File: src/rtl/unidad_riesgos_if.sv
// rtl/unidad_riesgos_if.sv - pipeline hazard-unit bundle: stage inputs and pipeline control outputs
interface unidad_riesgos_if;
    logic [4:0]  IdRs;
    logic [4:0]  IdRt;
    logic [4:0]  ExRt;
    logic        ExMemRead;
    logic        MemBranch;
    logic        MemZeroFlag;
    logic        MemAcceso;
    logic        MemListo;

    logic        PcWrite;
    logic        IfIdWrite;
    logic        IdExWrite;
    logic        ExMemWrite;
    logic        IfIdFlush;
    logic        IdExFlush;
    logic        ExMemFlush;
    logic        PcSrc;
    logic        MemReq;
    logic        Fallo;
    logic [1:0]  Estado;
    logic [15:0] StallCount;

    modport master (
        input  IdRs, IdRt, ExRt, ExMemRead, MemBranch, MemZeroFlag, MemAcceso, MemListo,
        output PcWrite, IfIdWrite, IdExWrite, ExMemWrite, IfIdFlush, IdExFlush, ExMemFlush,
        output PcSrc, MemReq, Fallo, Estado, StallCount
    );

    modport slave (
        output IdRs, IdRt, ExRt, ExMemRead, MemBranch, MemZeroFlag, MemAcceso, MemListo,
        input  PcWrite, IfIdWrite, IdExWrite, ExMemWrite, IfIdFlush, IdExFlush, ExMemFlush,
        input  PcSrc, MemReq, Fallo, Estado, StallCount
    );
endinterface

File: src/rtl/unidad_riesgos.sv
// rtl/unidad_riesgos.sv - hazard unit: memory-wait stall with timeout, branch flush, load-use bubble
module unidad_riesgos (
    input  logic               clk,
    input  logic               rst_n,
    unidad_riesgos_if.master   bus
);
    typedef enum logic [1:0] {
        RUN       = 2'b00,
        MEM_WAIT  = 2'b01,
        FALLO     = 2'b10,
        RESERVADO = 2'b11
    } estado_t;

    estado_t     estado, estadoSig;
    logic [3:0]  waitCnt, waitCntSig;
    logic [15:0] stallCount;

    logic branchTaken, loadUse, memEspera, evalRun;
    logic pcWrite, ifIdWrite, idExWrite, exMemWrite;
    logic ifIdFlush, idExFlush, exMemFlush;
    logic pcSrc, memReq, fallo;

    assign branchTaken = bus.MemBranch & bus.MemZeroFlag;
    assign loadUse     = bus.ExMemRead && (bus.ExRt != 5'd0) &&
                         ((bus.ExRt == bus.IdRs) || (bus.ExRt == bus.IdRt));

    always_comb begin
        pcWrite    = 1'b1;
        ifIdWrite  = 1'b1;
        idExWrite  = 1'b1;
        exMemWrite = 1'b1;
        ifIdFlush  = 1'b0;
        idExFlush  = 1'b0;
        exMemFlush = 1'b0;
        pcSrc      = 1'b0;
        memReq     = 1'b0;
        fallo      = 1'b0;
        estadoSig  = RUN;
        waitCntSig = 4'd0;
        evalRun    = 1'b0;
        memEspera  = 1'b0;

        case (estado)
            MEM_WAIT: begin
                memReq = 1'b1;
                if (!bus.MemListo) begin
                    pcWrite    = 1'b0;
                    ifIdWrite  = 1'b0;
                    idExWrite  = 1'b0;
                    exMemWrite = 1'b0;
                    if (waitCnt == 4'd15) begin
                        estadoSig = FALLO;
                    end else begin
                        estadoSig  = MEM_WAIT;
                        waitCntSig = waitCnt + 4'd1;
                    end
                end else begin
                    // completion cycle: branch/load-use still resolve normally
                    evalRun = 1'b1;
                end
            end
            FALLO: begin
                pcWrite    = 1'b0;
                ifIdWrite  = 1'b0;
                idExWrite  = 1'b0;
                exMemWrite = 1'b0;
                fallo      = 1'b1;
                estadoSig  = FALLO;
            end
            default: begin
                evalRun   = 1'b1;
                memEspera = bus.MemAcceso & ~bus.MemListo;
                memReq    = bus.MemAcceso;
            end
        endcase

        if (evalRun) begin
            if (memEspera) begin
                pcWrite    = 1'b0;
                ifIdWrite  = 1'b0;
                idExWrite  = 1'b0;
                exMemWrite = 1'b0;
                memReq     = 1'b1;
                // the unused encoding only ever recovers to RUN
                estadoSig  = (estado == RUN) ? MEM_WAIT : RUN;
            end else if (branchTaken) begin
                pcSrc      = 1'b1;
                ifIdFlush  = 1'b1;
                idExFlush  = 1'b1;
                exMemFlush = 1'b1;
            end else if (loadUse) begin
                pcWrite    = 1'b0;
                ifIdWrite  = 1'b0;
                idExFlush  = 1'b1;
            end
        end
    end

    always_ff @(posedge clk or negedge rst_n) begin
        if (!rst_n) begin
            estado     <= RUN;
            waitCnt    <= 4'd0;
            stallCount <= 16'd0;
        end else begin
            estado  <= estadoSig;
            waitCnt <= waitCntSig;
            if (!pcWrite && (stallCount != 16'hFFFF)) begin
                stallCount <= stallCount + 16'd1;
            end
        end
    end

    // reset holds every control low, independent of the clock
    assign bus.PcWrite    = rst_n & pcWrite;
    assign bus.IfIdWrite  = rst_n & ifIdWrite;
    assign bus.IdExWrite  = rst_n & idExWrite;
    assign bus.ExMemWrite = rst_n & exMemWrite;
    assign bus.IfIdFlush  = rst_n & ifIdFlush;
    assign bus.IdExFlush  = rst_n & idExFlush;
    assign bus.ExMemFlush = rst_n & exMemFlush;
    assign bus.PcSrc      = rst_n & pcSrc;
    assign bus.MemReq     = rst_n & memReq;
    assign bus.Fallo      = rst_n & fallo;
    assign bus.Estado     = rst_n ? estado : 2'b00;
    assign bus.StallCount = stallCount;
endmodule
File: src/flat_wrapper.sv
// flat-port wrapper written by rule: the top's interface ports become plain ports
module unidad_riesgos_flat 
  (clk, rst_n, bus_IdRs, bus_IdRt, bus_ExRt, bus_ExMemRead, bus_MemBranch, bus_MemZeroFlag, bus_MemAcceso, bus_MemListo, bus_PcWrite, bus_IfIdWrite, bus_IdExWrite, bus_ExMemWrite, bus_IfIdFlush, bus_IdExFlush, bus_ExMemFlush, bus_PcSrc, bus_MemReq, bus_Fallo, bus_Estado, bus_StallCount);
  unidad_riesgos_if bus_i ();
  input  logic clk;
  input  logic rst_n;
  input wire logic [$bits(bus_i.IdRs)-1:0] bus_IdRs;
  input wire logic [$bits(bus_i.IdRt)-1:0] bus_IdRt;
  input wire logic [$bits(bus_i.ExRt)-1:0] bus_ExRt;
  input wire logic [$bits(bus_i.ExMemRead)-1:0] bus_ExMemRead;
  input wire logic [$bits(bus_i.MemBranch)-1:0] bus_MemBranch;
  input wire logic [$bits(bus_i.MemZeroFlag)-1:0] bus_MemZeroFlag;
  input wire logic [$bits(bus_i.MemAcceso)-1:0] bus_MemAcceso;
  input wire logic [$bits(bus_i.MemListo)-1:0] bus_MemListo;
  output wire logic [$bits(bus_i.PcWrite)-1:0] bus_PcWrite;
  output wire logic [$bits(bus_i.IfIdWrite)-1:0] bus_IfIdWrite;
  output wire logic [$bits(bus_i.IdExWrite)-1:0] bus_IdExWrite;
  output wire logic [$bits(bus_i.ExMemWrite)-1:0] bus_ExMemWrite;
  output wire logic [$bits(bus_i.IfIdFlush)-1:0] bus_IfIdFlush;
  output wire logic [$bits(bus_i.IdExFlush)-1:0] bus_IdExFlush;
  output wire logic [$bits(bus_i.ExMemFlush)-1:0] bus_ExMemFlush;
  output wire logic [$bits(bus_i.PcSrc)-1:0] bus_PcSrc;
  output wire logic [$bits(bus_i.MemReq)-1:0] bus_MemReq;
  output wire logic [$bits(bus_i.Fallo)-1:0] bus_Fallo;
  output wire logic [$bits(bus_i.Estado)-1:0] bus_Estado;
  output wire logic [$bits(bus_i.StallCount)-1:0] bus_StallCount;
  assign bus_i.IdRs = bus_IdRs;
  assign bus_i.IdRt = bus_IdRt;
  assign bus_i.ExRt = bus_ExRt;
  assign bus_i.ExMemRead = bus_ExMemRead;
  assign bus_i.MemBranch = bus_MemBranch;
  assign bus_i.MemZeroFlag = bus_MemZeroFlag;
  assign bus_i.MemAcceso = bus_MemAcceso;
  assign bus_i.MemListo = bus_MemListo;
  assign bus_PcWrite = bus_i.PcWrite;
  assign bus_IfIdWrite = bus_i.IfIdWrite;
  assign bus_IdExWrite = bus_i.IdExWrite;
  assign bus_ExMemWrite = bus_i.ExMemWrite;
  assign bus_IfIdFlush = bus_i.IfIdFlush;
  assign bus_IdExFlush = bus_i.IdExFlush;
  assign bus_ExMemFlush = bus_i.ExMemFlush;
  assign bus_PcSrc = bus_i.PcSrc;
  assign bus_MemReq = bus_i.MemReq;
  assign bus_Fallo = bus_i.Fallo;
  assign bus_Estado = bus_i.Estado;
  assign bus_StallCount = bus_i.StallCount;
  unidad_riesgos u_core (.clk(clk), .rst_n(rst_n), .bus(bus_i));
endmodule
File: config.mk
export PLATFORM = sky130hd
export DESIGN_NAME = unidad_riesgos_flat
export DESIGN_NICKNAME = d
export VERILOG_FILES = /design/src/rtl/unidad_riesgos_if.sv /design/src/rtl/unidad_riesgos.sv /design/src/flat_wrapper.sv
export SDC_FILE = /design/constraint.sdc
export NUM_CORES = 1
export LEC_CHECK = 0
export ABC_AREA = 1
export ABC_CLOCK_PERIOD_IN_PS = 2400
export CAP_MARGIN = 20
export CORE_MARGIN = 4
export CORE_UTILIZATION = 47
export CTS_CLUSTER_SIZE = 16
export DETAILED_ROUTE_END_ITERATION = 7
export GPL_TIMING_DRIVEN = 0
export PLACE_DENSITY = 0.89
export SETUP_SLACK_MARGIN = 0.1
export SLEW_MARGIN = 20
export SYNTH_ARGS = -nofsm -noshare
export SYNTH_HDL_FRONTEND = slang
export SYNTH_SLANG_ARGS = --single-unit
File: constraint.sdc
create_clock -name clk -period 2.4 [get_ports clk]
set_input_delay 0.48 -clock clk [delete_from_list [all_inputs] [get_ports clk]]
set_output_delay 0.48 -clock clk [all_outputs]
set_load 0.01 [all_outputs]
==> results of run 1 <==
## report_power, final
| part | internal [mW] | switching, mW | total (mW) | leakage [nW] |
|---|---|---|---|---|
| logic | 0.0403 | 0.0418 | 0.0822 | 0.991 |
| registers | 0.371 | 0 | 0.371 | 0.288 |
| clock network | 0.0928 | 0.115 | 0.208 | 0.0210 |
| total | 0.504 | 0.157 | 0.661 | 1.30 |
## flip-flops by register name, summed over array words and instances (netlist names)
name / count
u_core.estado: 2
u_core.waitCnt: 4
u_core.bus.StallCount: 16
## cells in the mapped netlist, drive strengths merged
library cell | count | area, µm²
nand4 | 4 | 40.0
dfrtp | 22 | 551
nand3 | 28 | 145
nand2 | 80 | 318
clkbuf | 1 | 7.51
a21boi | 1 | 7.51
nor3 | 3 | 15.0
buf | 6 | 46.3
nand3b | 1 | 7.51
nor3b | 1 | 18.8
ha | 5 | 62.6
o21ai | 4 | 20.0
clkinv | 1 | 3.75
xnor2 | 9 | 78.8
inv | 34 | 128
nor2 | 22 | 85.1
a21oi | 3 | 15.0
xor2 | 7 | 61.3
## path summary, 6_finish.rpt
path / depth (start not counted) / from / slack, ns / end
max: 10 / u_core.estado[0]$_DFF_PN0_ / 0.07 / bus_IdExFlush
min: 1 / rst_n / 0.08 / u_core.bus.StallCount[4]$_DFFE_PN0P_
max reg2reg: 7 / u_core.bus.StallCount[0]$_DFFE_PN0P_ / 0.55 / u_core.bus.StallCount[13]$_DFFE_PN0P_
min reg2reg: 1 / u_core.waitCnt[0]$_DFF_PN0_ / 0.48 / u_core.waitCnt[0]$_DFF_PN0_
max in group asynchronous: 1 / rst_n / 2.04 / u_core.bus.StallCount[10]$_DFFE_PN0P_
min in group clk: 1 / u_core.waitCnt[0]$_DFF_PN0_ / 0.48 / u_core.waitCnt[0]$_DFF_PN0_
## layer usage
layer / track usage, % / wire [µm]
met1: 27.9 / 1790
met2: 34.3 / 2440
met3: 3.20 / 272
met4: 4.06 / 82
met5: 0 / 0
## final cells by class
type	instances	area (µm²)	area share (%)
Multi-Input combinational cell	168	947	40.2
Timing Repair Buffer	61	574	24.4
Sequential cell	22	551	23.4
Inverter	35	136	5.79
Tap cell	44	55.1	2.34
Buffer	6	53.8	2.29
Clock buffer	4	36.3	1.54
## cell families (layout without fill, tap and decap cells)
logic type | after synthesis | count (layout) | synth area share, %
AO/OA/AOI/OAI | 8 | 8 | 2.64
XOR/XNOR | 16 | 16 | 8.70
adder cells (fa/ha/maj) | 5 | 5 | 3.89
buffers and inverters | 42 | 106 | 11.5
flip-flops | 22 | 22 | 34.2
AND/OR/NAND/NOR | 139 | 139 | 39.1
## repair_timing
action | CTS | global route
cloned | 0 | 0
endpoints found under the setup margin | 12 | 9
resized for setup | 55 | 27
setup buffers | 10 | 2
pin swaps | 5 | 9
## cell usage in the layout (no fill, tap or decap), drive strengths merged
| cell | count |
|---|---|
| inv | 34 |
| clkdlybuf4s50 | 26 |
| xor2 | 7 |
| nand4 | 4 |
| buf | 23 |
| dlymetal6s2s | 6 |
| a21boi | 1 |
| o21ai | 4 |
| dlygate4sd2 | 8 |
| nor3 | 3 |
| nor3b | 1 |
| xnor2 | 9 |
| nand3 | 28 |
| nor2 | 22 |
| nand2 | 80 |
| clkdlybuf4s15 | 1 |
| ha | 5 |
| clkbuf | 7 |
| a21oi | 3 |
| nand3b | 1 |
| dfrtp | 22 |
| clkinv | 1 |
## worst reg2reg max path, delay by kind of cell, from the launching register on
kind | cells | cell delay (ns)
adders and majority gates | 1 | 0.25
buffers and inverters | 1 | 0.25
DFF | 1 | 0.44
and+or+nand+nor | 5 | 0.81
==> impl_metrics.env, run 1 <==
export IMPL_setup_violations=0
export IMPL_port_buffers=49
export IMPL_clock_path_buffers=2
export IMPL_drtIter0Drc=85
export IMPL_synthCells=232
export IMPL_antenna_found_initial=0
export IMPL_cellLeakagePower_nw=1.30
export IMPL_layout_setup_ws_ns=0.0735
export IMPL_drive_above_1_share_pct=21.6
export IMPL_drtAntennaViolNets=0
export IMPL_coreArea_um2=3150
export IMPL_cts_sinks=22
export IMPL_ir_worst_vdd_v=0.000313
export IMPL_fill_cells=230
export IMPL_clk_pin_slew_ns=0.13
export IMPL_syn_num_nets=259
export IMPL_gp_congestion=0.839
export IMPL_holdWs_ns=0.0800
export IMPL_synth_distinct_cells=27
export IMPL_routedWlPerCell_um=13.5
export IMPL_cp_top_family="flip-flops"
export IMPL_instances_no_fill=340
export IMPL_end_kind="primary output"
export IMPL_htreeDepth=1
export IMPL_slew_violations=0
export IMPL_postSynthAreaPerCell_um2=6.94
export IMPL_max_stage_delay_ns=0.44
export IMPL_rows=20
export IMPL_firstDrtPassIters=4
export IMPL_die_area_um2=4430
export IMPL_fin_util_pct=74.6
export IMPL_setup_tns_final_ns=0
export IMPL_status="completed"
export IMPL_grt_overflow=0
export IMPL_cts_inserted_buffers=3
export IMPL_die_h_um=66.5
export IMPL_place_area_um2=2160
export IMPL_syn_area_um2=1610
export IMPL_grt_pass1_wl_um=7080
export IMPL_die_w_um=66.5
export IMPL_cp_arrival_ns=1.85
export IMPL_fin_skew_ns=0.0133
export IMPL_via_per_inst=5.12
export IMPL_syn_to_final_growth_pct=46.2
export IMPL_insertion_delay_ns=0.32
export IMPL_tritoncts="built"
export IMPL_hpwl_um=3030
export IMPL_fin_crit_ns=2.33
export IMPL_pre_cts_ws_ns=-1.05
export IMPL_dpl_cell_count=325
export IMPL_initial_core_util_pct=51.1
export IMPL_worst_ep_required_time_ns=1.92
export IMPL_worst_pin_slew_ns=0.433
export IMPL_post_route_period_util_pct=96.9
export IMPL_power_density_nw_per_um2=281
export IMPL_hold_viol=0
export IMPL_cts_root_buffer="clkbuf_4"
export IMPL_design_area_um2=2350
export IMPL_grt_util_all_layers_pct=20.5
export IMPL_drv_cap=0
export IMPL_crit_path_max_fanout=3
export IMPL_crit_chain="inv_2 -> ha_4 -> inv_4 -> nand2_4 -> nor2_4 -> nor2_4 -> nand2_4 -> buf_6 -> a21oi_2 -> buf_2"
export IMPL_ys_warn_count=0
export IMPL_crit_slowest_cell="dfrtp_1"
export IMPL_synth_seq_cells=22
export IMPL_grt_pass1_vias=1568
export IMPL_diodes=0
export IMPL_fmax_mhz=430
export IMPL_slew_headroom_pct=70.9
export IMPL_drc=0
export IMPL_holdBufCountCts=0
export IMPL_worstSetupStartpointType="flop"
export IMPL_worst_setup_path_type="flop to primary output"
export IMPL_drt_wl_total_um=4590
export IMPL_grt_max_degree=28
export IMPL_layout_nets=324
export IMPL_total_power_uw=661
export IMPL_io_pins=50
export IMPL_critPathBufInv=4
export IMPL_hp_class="primary input to asynchronous set/reset pin"
export IMPL_rsz0062_at_grt="true"
export IMPL_synth_seq_area_share_pct=34.2
export IMPL_vias=1740
(Power assumes the default switching activity.)
==> run 2: changes to the inputs <==
Settings changed: CELL_PAD_IN_SITES_DETAIL_PLACEMENT set to 0, CELL_PAD_IN_SITES_GLOBAL_PLACEMENT set to 1, CORE_UTILIZATION 47 to 32, HOLD_SLACK_MARGIN set to 0.05, PLACE_DENSITY 0.89 to 0.87.
==> impl_metrics.env, run 2 (same netlist as run 1, synthesis figures left out) <==
export IMPL_fin_util_pct=48.6
export IMPL_worst_setup_path_type="primary input to primary output"
export IMPL_cts_root_buffer="clkbuf_8"
export IMPL_crit_path_max_fanout=2
export IMPL_status="completed"
export IMPL_ir_worst_vdd_v=0.000162
export IMPL_drv_cap=0
export IMPL_drt_wl_total_um=3850
export IMPL_die_w_um=78.9
export IMPL_antenna_found_initial=0
export IMPL_layout_setup_ws_ns=0.128
export IMPL_rsz0062_at_grt="true"
export IMPL_io_pins=50
export IMPL_fin_crit_ns=2.27
export IMPL_cellLeakagePower_nw=1.28
export IMPL_cts_sinks=22
export IMPL_worst_pin_slew_ns=0.375
export IMPL_end_kind="primary output"
export IMPL_fill_cells=466
export IMPL_setup_violations=0
export IMPL_syn_to_final_growth_pct=44.5
export IMPL_slew_violations=0
export IMPL_swShare_pct=22.9
export IMPL_fin_skew_ns=0.00697
export IMPL_holdBufCountCts=0
export IMPL_insertion_delay_ns=0.26
export IMPL_hpwl_um=2890
export IMPL_vias=1558
export IMPL_initial_core_util_pct=33.6
export IMPL_total_power_uw=679
export IMPL_cp_arrival_ns=1.79
export IMPL_gp_congestion=0.810
export IMPL_tritoncts="built"
export IMPL_mostFrequentLayoutCells="nand2_1 (73), clkdlybuf4s50_1 (28), nand3_1 (27)"
export IMPL_fmax_mhz=440
export IMPL_holdWs_ns=0.149
export IMPL_post_route_period_util_pct=94.7
export IMPL_die_area_um2=6230
export IMPL_drtAntennaViolNets=0
export IMPL_worst_ep_required_time_ns=1.92
export IMPL_power_density_nw_per_um2=292
export IMPL_layout_nets=319
export IMPL_cts_inserted_buffers=3
export IMPL_worstSetupStartpointType="primary input"
export IMPL_routedWlPerCell_um=10.8
export IMPL_p_sw_uw=156
export IMPL_largest_register_ffs=16
export IMPL_firstDrtPassIters=4
export IMPL_die_h_um=78.9
export IMPL_clock_path_buffers=2
export IMPL_grt_max_degree=28
export IMPL_drtIter0Drc=48
export IMPL_pwr_share_seq_pct=54.6
export IMPL_drive_above_1_share_pct=19.0
export IMPL_p_clk_share_pct=33.6
export IMPL_hold_viol=0
export IMPL_htreeDepth=1
export IMPL_via_per_inst=4.36
export IMPL_coreArea_um2=4790
export IMPL_port_buffers=49
export IMPL_grt_util_all_layers_pct=12.5
export IMPL_diodes=0
export IMPL_mostFrequentLayoutCell="nand2_1"
export IMPL_pre_cts_ws_ns=-0.531
export IMPL_rows=25
export IMPL_grt_overflow=0
export IMPL_slew_headroom_pct=75.0
export IMPL_hp_class="primary input to asynchronous set/reset pin"
export IMPL_power_frac_comb_pct=11.9
export IMPL_clk_pin_slew_ns=0.08
export IMPL_grt_pass1_vias=1454
export IMPL_drc=0
export IMPL_grt_pass1_wl_um=6380
export IMPL_intPower_uw=523
export IMPL_setup_tns_final_ns=0
[run 2: power by group through the flow]
stage | logic (mW) | registers (mW) | clock network (mW)
2_1_floorplan | 0.0278 | 0.378 | 0
3_3_place_gp | 0.0826 | 0.378 | 0
3_5_place_dp | 0.0819 | 0.378 | 0
4_1_cts | 0.0811 | 0.370 | 0.238
5_1_grt | 0.0907 | 0.370 | 0.248
6_report | 0.0806 | 0.370 | 0.228
[run 2: per-stage QoR]
stage / std cells / area (µm²)
2_1_floorplan: 232 / 1610
3_3_place_gp: 348 / 2180
3_5_place_dp: 348 / 2180
4_1_cts: 357 / 2270
5_1_grt: 357 / 2330
6_report: 357 / 2330
[run 2: final timing paths]
check,start,endpoint,slack (ns),depth (start not counted)
setup / recovery,bus_IdRs[3],bus_PcWrite,0.13,12
hold / removal,rst_n,u_core.bus.StallCount[6]$_DFFE_PN0P_,0.15,1
setup reg to reg,u_core.estado[0]$_DFF_PN0_,u_core.bus.StallCount[14]$_DFFE_PN0P_,0.54,12
hold reg to reg,u_core.waitCnt[0]$_DFF_PN0_,u_core.waitCnt[0]$_DFF_PN0_,0.46,1
max in group asynchronous,rst_n,u_core.bus.StallCount[14]$_DFFE_PN0P_,1.97,1
min in group clk,u_core.waitCnt[0]$_DFF_PN0_,u_core.waitCnt[0]$_DFF_PN0_,0.46,1
[run 2: routing by layer]
metal  global-route usage (%)  vias up  wire, µm
li1                         -      826         -
met1                     16.5      684      1880
met2                     21.0       44      1690
met3                     2.04        4       229
met4                     3.61        0        42
met5                        0        -         0
[run 2: cell type report]
| class | count | area (µm²) | share of cell area [%] |
|---|---|---|---|
| clock buffers | 3 | 41.3 | 1.77 |
| multi-input cells | 168 | 948 | 40.8 |
| well taps | 67 | 83.8 | 3.60 |
| plain buffers | 6 | 46.3 | 1.99 |
| inverters | 35 | 136 | 5.86 |
| flip-flops and latches | 22 | 551 | 23.7 |
| repair buffers | 56 | 520 | 22.4 |
[run 2: worst max-delay path: stages]
cell	delay, ns
clkdlybuf4s50_1	0.47
inv_1	0.04
nand2_1	0.05
nand2_1	0.04
nor2_1	0.09
nand3_1	0.09
nand2_2	0.09
nand3_2	0.06
nand2_1	0.09
inv_2	0.04
buf_4	0.11
buf_2	0.13
[run 2: repair_timing]
item                                    in CTS  in global routing
gates resized for setup                     44                 24
endpoints found under the setup margin       9                 10
setup buffers                                6                  1
pin swaps                                    5                 10
==> run 3: changes to the inputs <==
Settings changed: ABC_AREA 1 to 0, CORE_ASPECT_RATIO set to 2, CORE_UTILIZATION 32 to 34, PLACE_DENSITY 0.87 to 0.88.
==> impl_metrics.env, run 3 <==
export IMPL_design_area_um2=2140
export IMPL_fin_crit_ns=2.27
export IMPL_max_stage_delay_ns=0.54
export IMPL_die_area_um2=5400
export IMPL_syn_num_nets=164
export IMPL_worstSetupStartpointType="primary input"
export IMPL_antenna_found_initial=0
export IMPL_port_buffers=49
export IMPL_place_area_um2=1990
export IMPL_grt_pass1_vias=1200
export IMPL_hp_class="primary input to asynchronous set/reset pin"
export IMPL_mostFrequentLayoutCells="clkdlybuf4s50_1 (28), dfrtp_1 (22), xnor2_1 (16)"
export IMPL_status="completed"
export IMPL_drtIter0Drc=15
export IMPL_power_density_nw_per_um2=528
export IMPL_slew_violations=0
export IMPL_grt_pass1_wl_um=5140
export IMPL_timing_rr_start="u_core.bus.StallCount[4]$_DFFE_PN0P_"
export IMPL_layout_nets=225
export IMPL_initial_core_util_pct=35.2
export IMPL_cts_sinks=22
export IMPL_crit_path_max_fanout=3
export IMPL_worst_pin_slew_ns=0.344
export IMPL_worst_ep_required_time_ns=1.92
export IMPL_cts_inserted_buffers=3
export IMPL_clk_pin_slew_ns=0.07
export IMPL_postSynthAreaPerCell_um2=10.5
export IMPL_drtAntennaViolNets=0
export IMPL_coreArea_um2=4090
export IMPL_firstDrtPassIters=2
export IMPL_grt_overflow=0
export IMPL_tritoncts="built"
export IMPL_slew_headroom_pct=77.0
export IMPL_dpl_cell_count=238
export IMPL_hpwl_um=2460
export IMPL_io_pins=50
export IMPL_insertion_delay_ns=0.25
export IMPL_crit_chain="buf_2 -> or4_4 -> o21ai_2 -> or2b_4 -> nor2_2 -> nor2_4 -> buf_4 -> buf_6"
export IMPL_yosysTopAreaCell="dfrtp_1"
export IMPL_fin_util_pct=52.4
export IMPL_synth_seq_cells=22
export IMPL_syn_to_final_growth_pct=48.8
export IMPL_grt_util_all_layers_pct=12.7
export IMPL_htreeDepth=1
export IMPL_cellLeakagePower_nw=0.973
export IMPL_crit_slowest_cell="or4_4"
export IMPL_die_w_um=54
export IMPL_holdBufCountCts=0
export IMPL_drc=0
export IMPL_synthCells=137
export IMPL_synth_top_area_share_pct=38.3
export IMPL_grt_max_degree=28
export IMPL_drt_wl_total_um=3160
export IMPL_via_per_inst=4.69
export IMPL_setup_tns_final_ns=0
export IMPL_instances_no_fill=248
export IMPL_fin_skew_ns=0.00557
export IMPL_routedWlPerCell_um=12.7
export IMPL_fmax_mhz=440
export IMPL_synth_distinct_cells=36
export IMPL_gp_congestion=0.730
export IMPL_netlist_top_cells_count="dfrtp_1 (22), xnor2_1 (16), nor2_1 (12), xor2_1 (10), and3_1 (9)"
export IMPL_ys_warn_count=0
export IMPL_drive_above_1_share_pct=32.1
export IMPL_end_kind="primary output"
export IMPL_ir_worst_vdd_v=0.000378
export IMPL_synth_async_reset_ratio_pct=100
export IMPL_synthTopCellsByArea="dfrtp_1 (38%), xnor2_1 (9.7%), xor2_1 (6.1%)"
export IMPL_cp_arrival_ns=1.79
export IMPL_rr_endpoint="u_core.bus.StallCount[1]$_DFFE_PN0P_"
export IMPL_setup_violations=0
export IMPL_reg2reg_depth=6
export IMPL_synth_ff_type="dfrtp_1"
export IMPL_total_power_mw=1.13
export IMPL_rows=33
export IMPL_vias=1163
export IMPL_syn_area_um2=1440
export IMPL_worst_setup_path_type="primary input to primary output"
export IMPL_rsz0062_at_grt="true"
export IMPL_die_h_um=100
export IMPL_mostFrequentLayoutCell="clkdlybuf4s50_1"
export IMPL_largest_register_ffs=16
export IMPL_drv_cap=0
export IMPL_rrSetupSlack_ns=0.55
export IMPL_hold_viol=0
export IMPL_post_route_period_util_pct=94.6
export IMPL_synth_edf_count=0
export IMPL_post_synth_top_count_cell="dfrtp_1"
export IMPL_diodes=0
export IMPL_synth_seq_area_share_pct=38.3
export IMPL_cts_root_buffer="clkbuf_8"
export IMPL_clock_path_buffers=2
==> run 3: cell types whose count changed after synthesis, moves of 6 or more <==
cell     previous run  this run
inv_1              26         7
xnor2_1             9        16
nand3_1            27         1
nand2_1            77         5
and3_1              0         9
inv_2               8         0
nand3_2             1         7
nor2_1             21        12
==> run 3: where the power goes <==
part	total (mW)	internal [mW]	switching (mW)	leakage (nW)
registers	0.491	0.424	0.0666	0.296
clock network	0.218	0.112	0.106	0.0216
logic	0.421	0.236	0.185	0.655
==> run 3: cell type report <==
| class | count | area (µm²) |
|---|---|---|
| well taps | 52 | 65.1 |
| flip-flops and latches | 22 | 551 |
| inverters | 7 | 26.3 |
| repair buffers | 56 | 519 |
| plain buffers | 7 | 65.1 |
| multi-input cells | 101 | 873 |
| fillers | 375 | 1950 |
| clock buffers | 3 | 41.3 |
==> run 3: kinds of logic after synthesis <==
kind of cell / count (synthesis) / synth area share (%)
AND/OR/NAND/NOR: 57 / 27.7
XOR/XNOR: 26 / 15.8
flip-flops: 22 / 38.3
buffers and inverters: 14 / 5.83
AO/OA/AOI/OAI: 12 / 7.22
adder cells (fa/ha/maj): 5 / 4.35
multiplexers: 1 / 0.783
==> run 3: stage by stage <==
stage	setup slack, ns	hold WS (ns)
after floorplan	0.231	0.184
after global placement	-1.04	0.475
after detailed placement	-0.729	0.483
after CTS	0.0576	0.228
after global routing	0.0410	0.168
final	0.129	0.151
==> run 3: how the worst max path moves through the flow <==
stage	from	endpoint	slack [ns]	cells after the start
after floorplan	bus_ExRt[0]	bus_PcWrite	0.23	6
after global placement	rst_n	bus_PcSrc	-1.04	5
after detailed placement	bus_ExRt[3]	bus_PcWrite	-0.73	8
after CTS	bus_MemAcceso	bus_PcWrite	0.06	8
after global routing	u_core.estado[0]$_DFF_PN0_	bus_PcWrite	0.04	9
final	bus_ExRt[3]	bus_PcWrite	0.13	8
==> run 3: what timing repair did <==
action,4_1_cts,5_1_grt
setup buffers,5,2
pin swaps,11,10
endpoints found under the setup margin,9,9
resized for setup,60,19
==> run 3: critical path: cells and delay by family <==
family | cells | cell delay, ns
AO/OA/AOI/OAI | 1 | 0.17
AND/OR/NAND/NOR | 4 | 0.80
buffers and inverters | 3 | 0.33
==> run 3: per-layer routing <==
metal / GRT usage (%) / share of wire [%] / vias up
met4: 6.14 / 2.2 / 0
met1: 11.6 / 33 / 539
met2: 24.5 / 59 / 34
met5: 0 / 0 / -
li1: - / - / 584
met3: 2.38 / 5.7 / 6
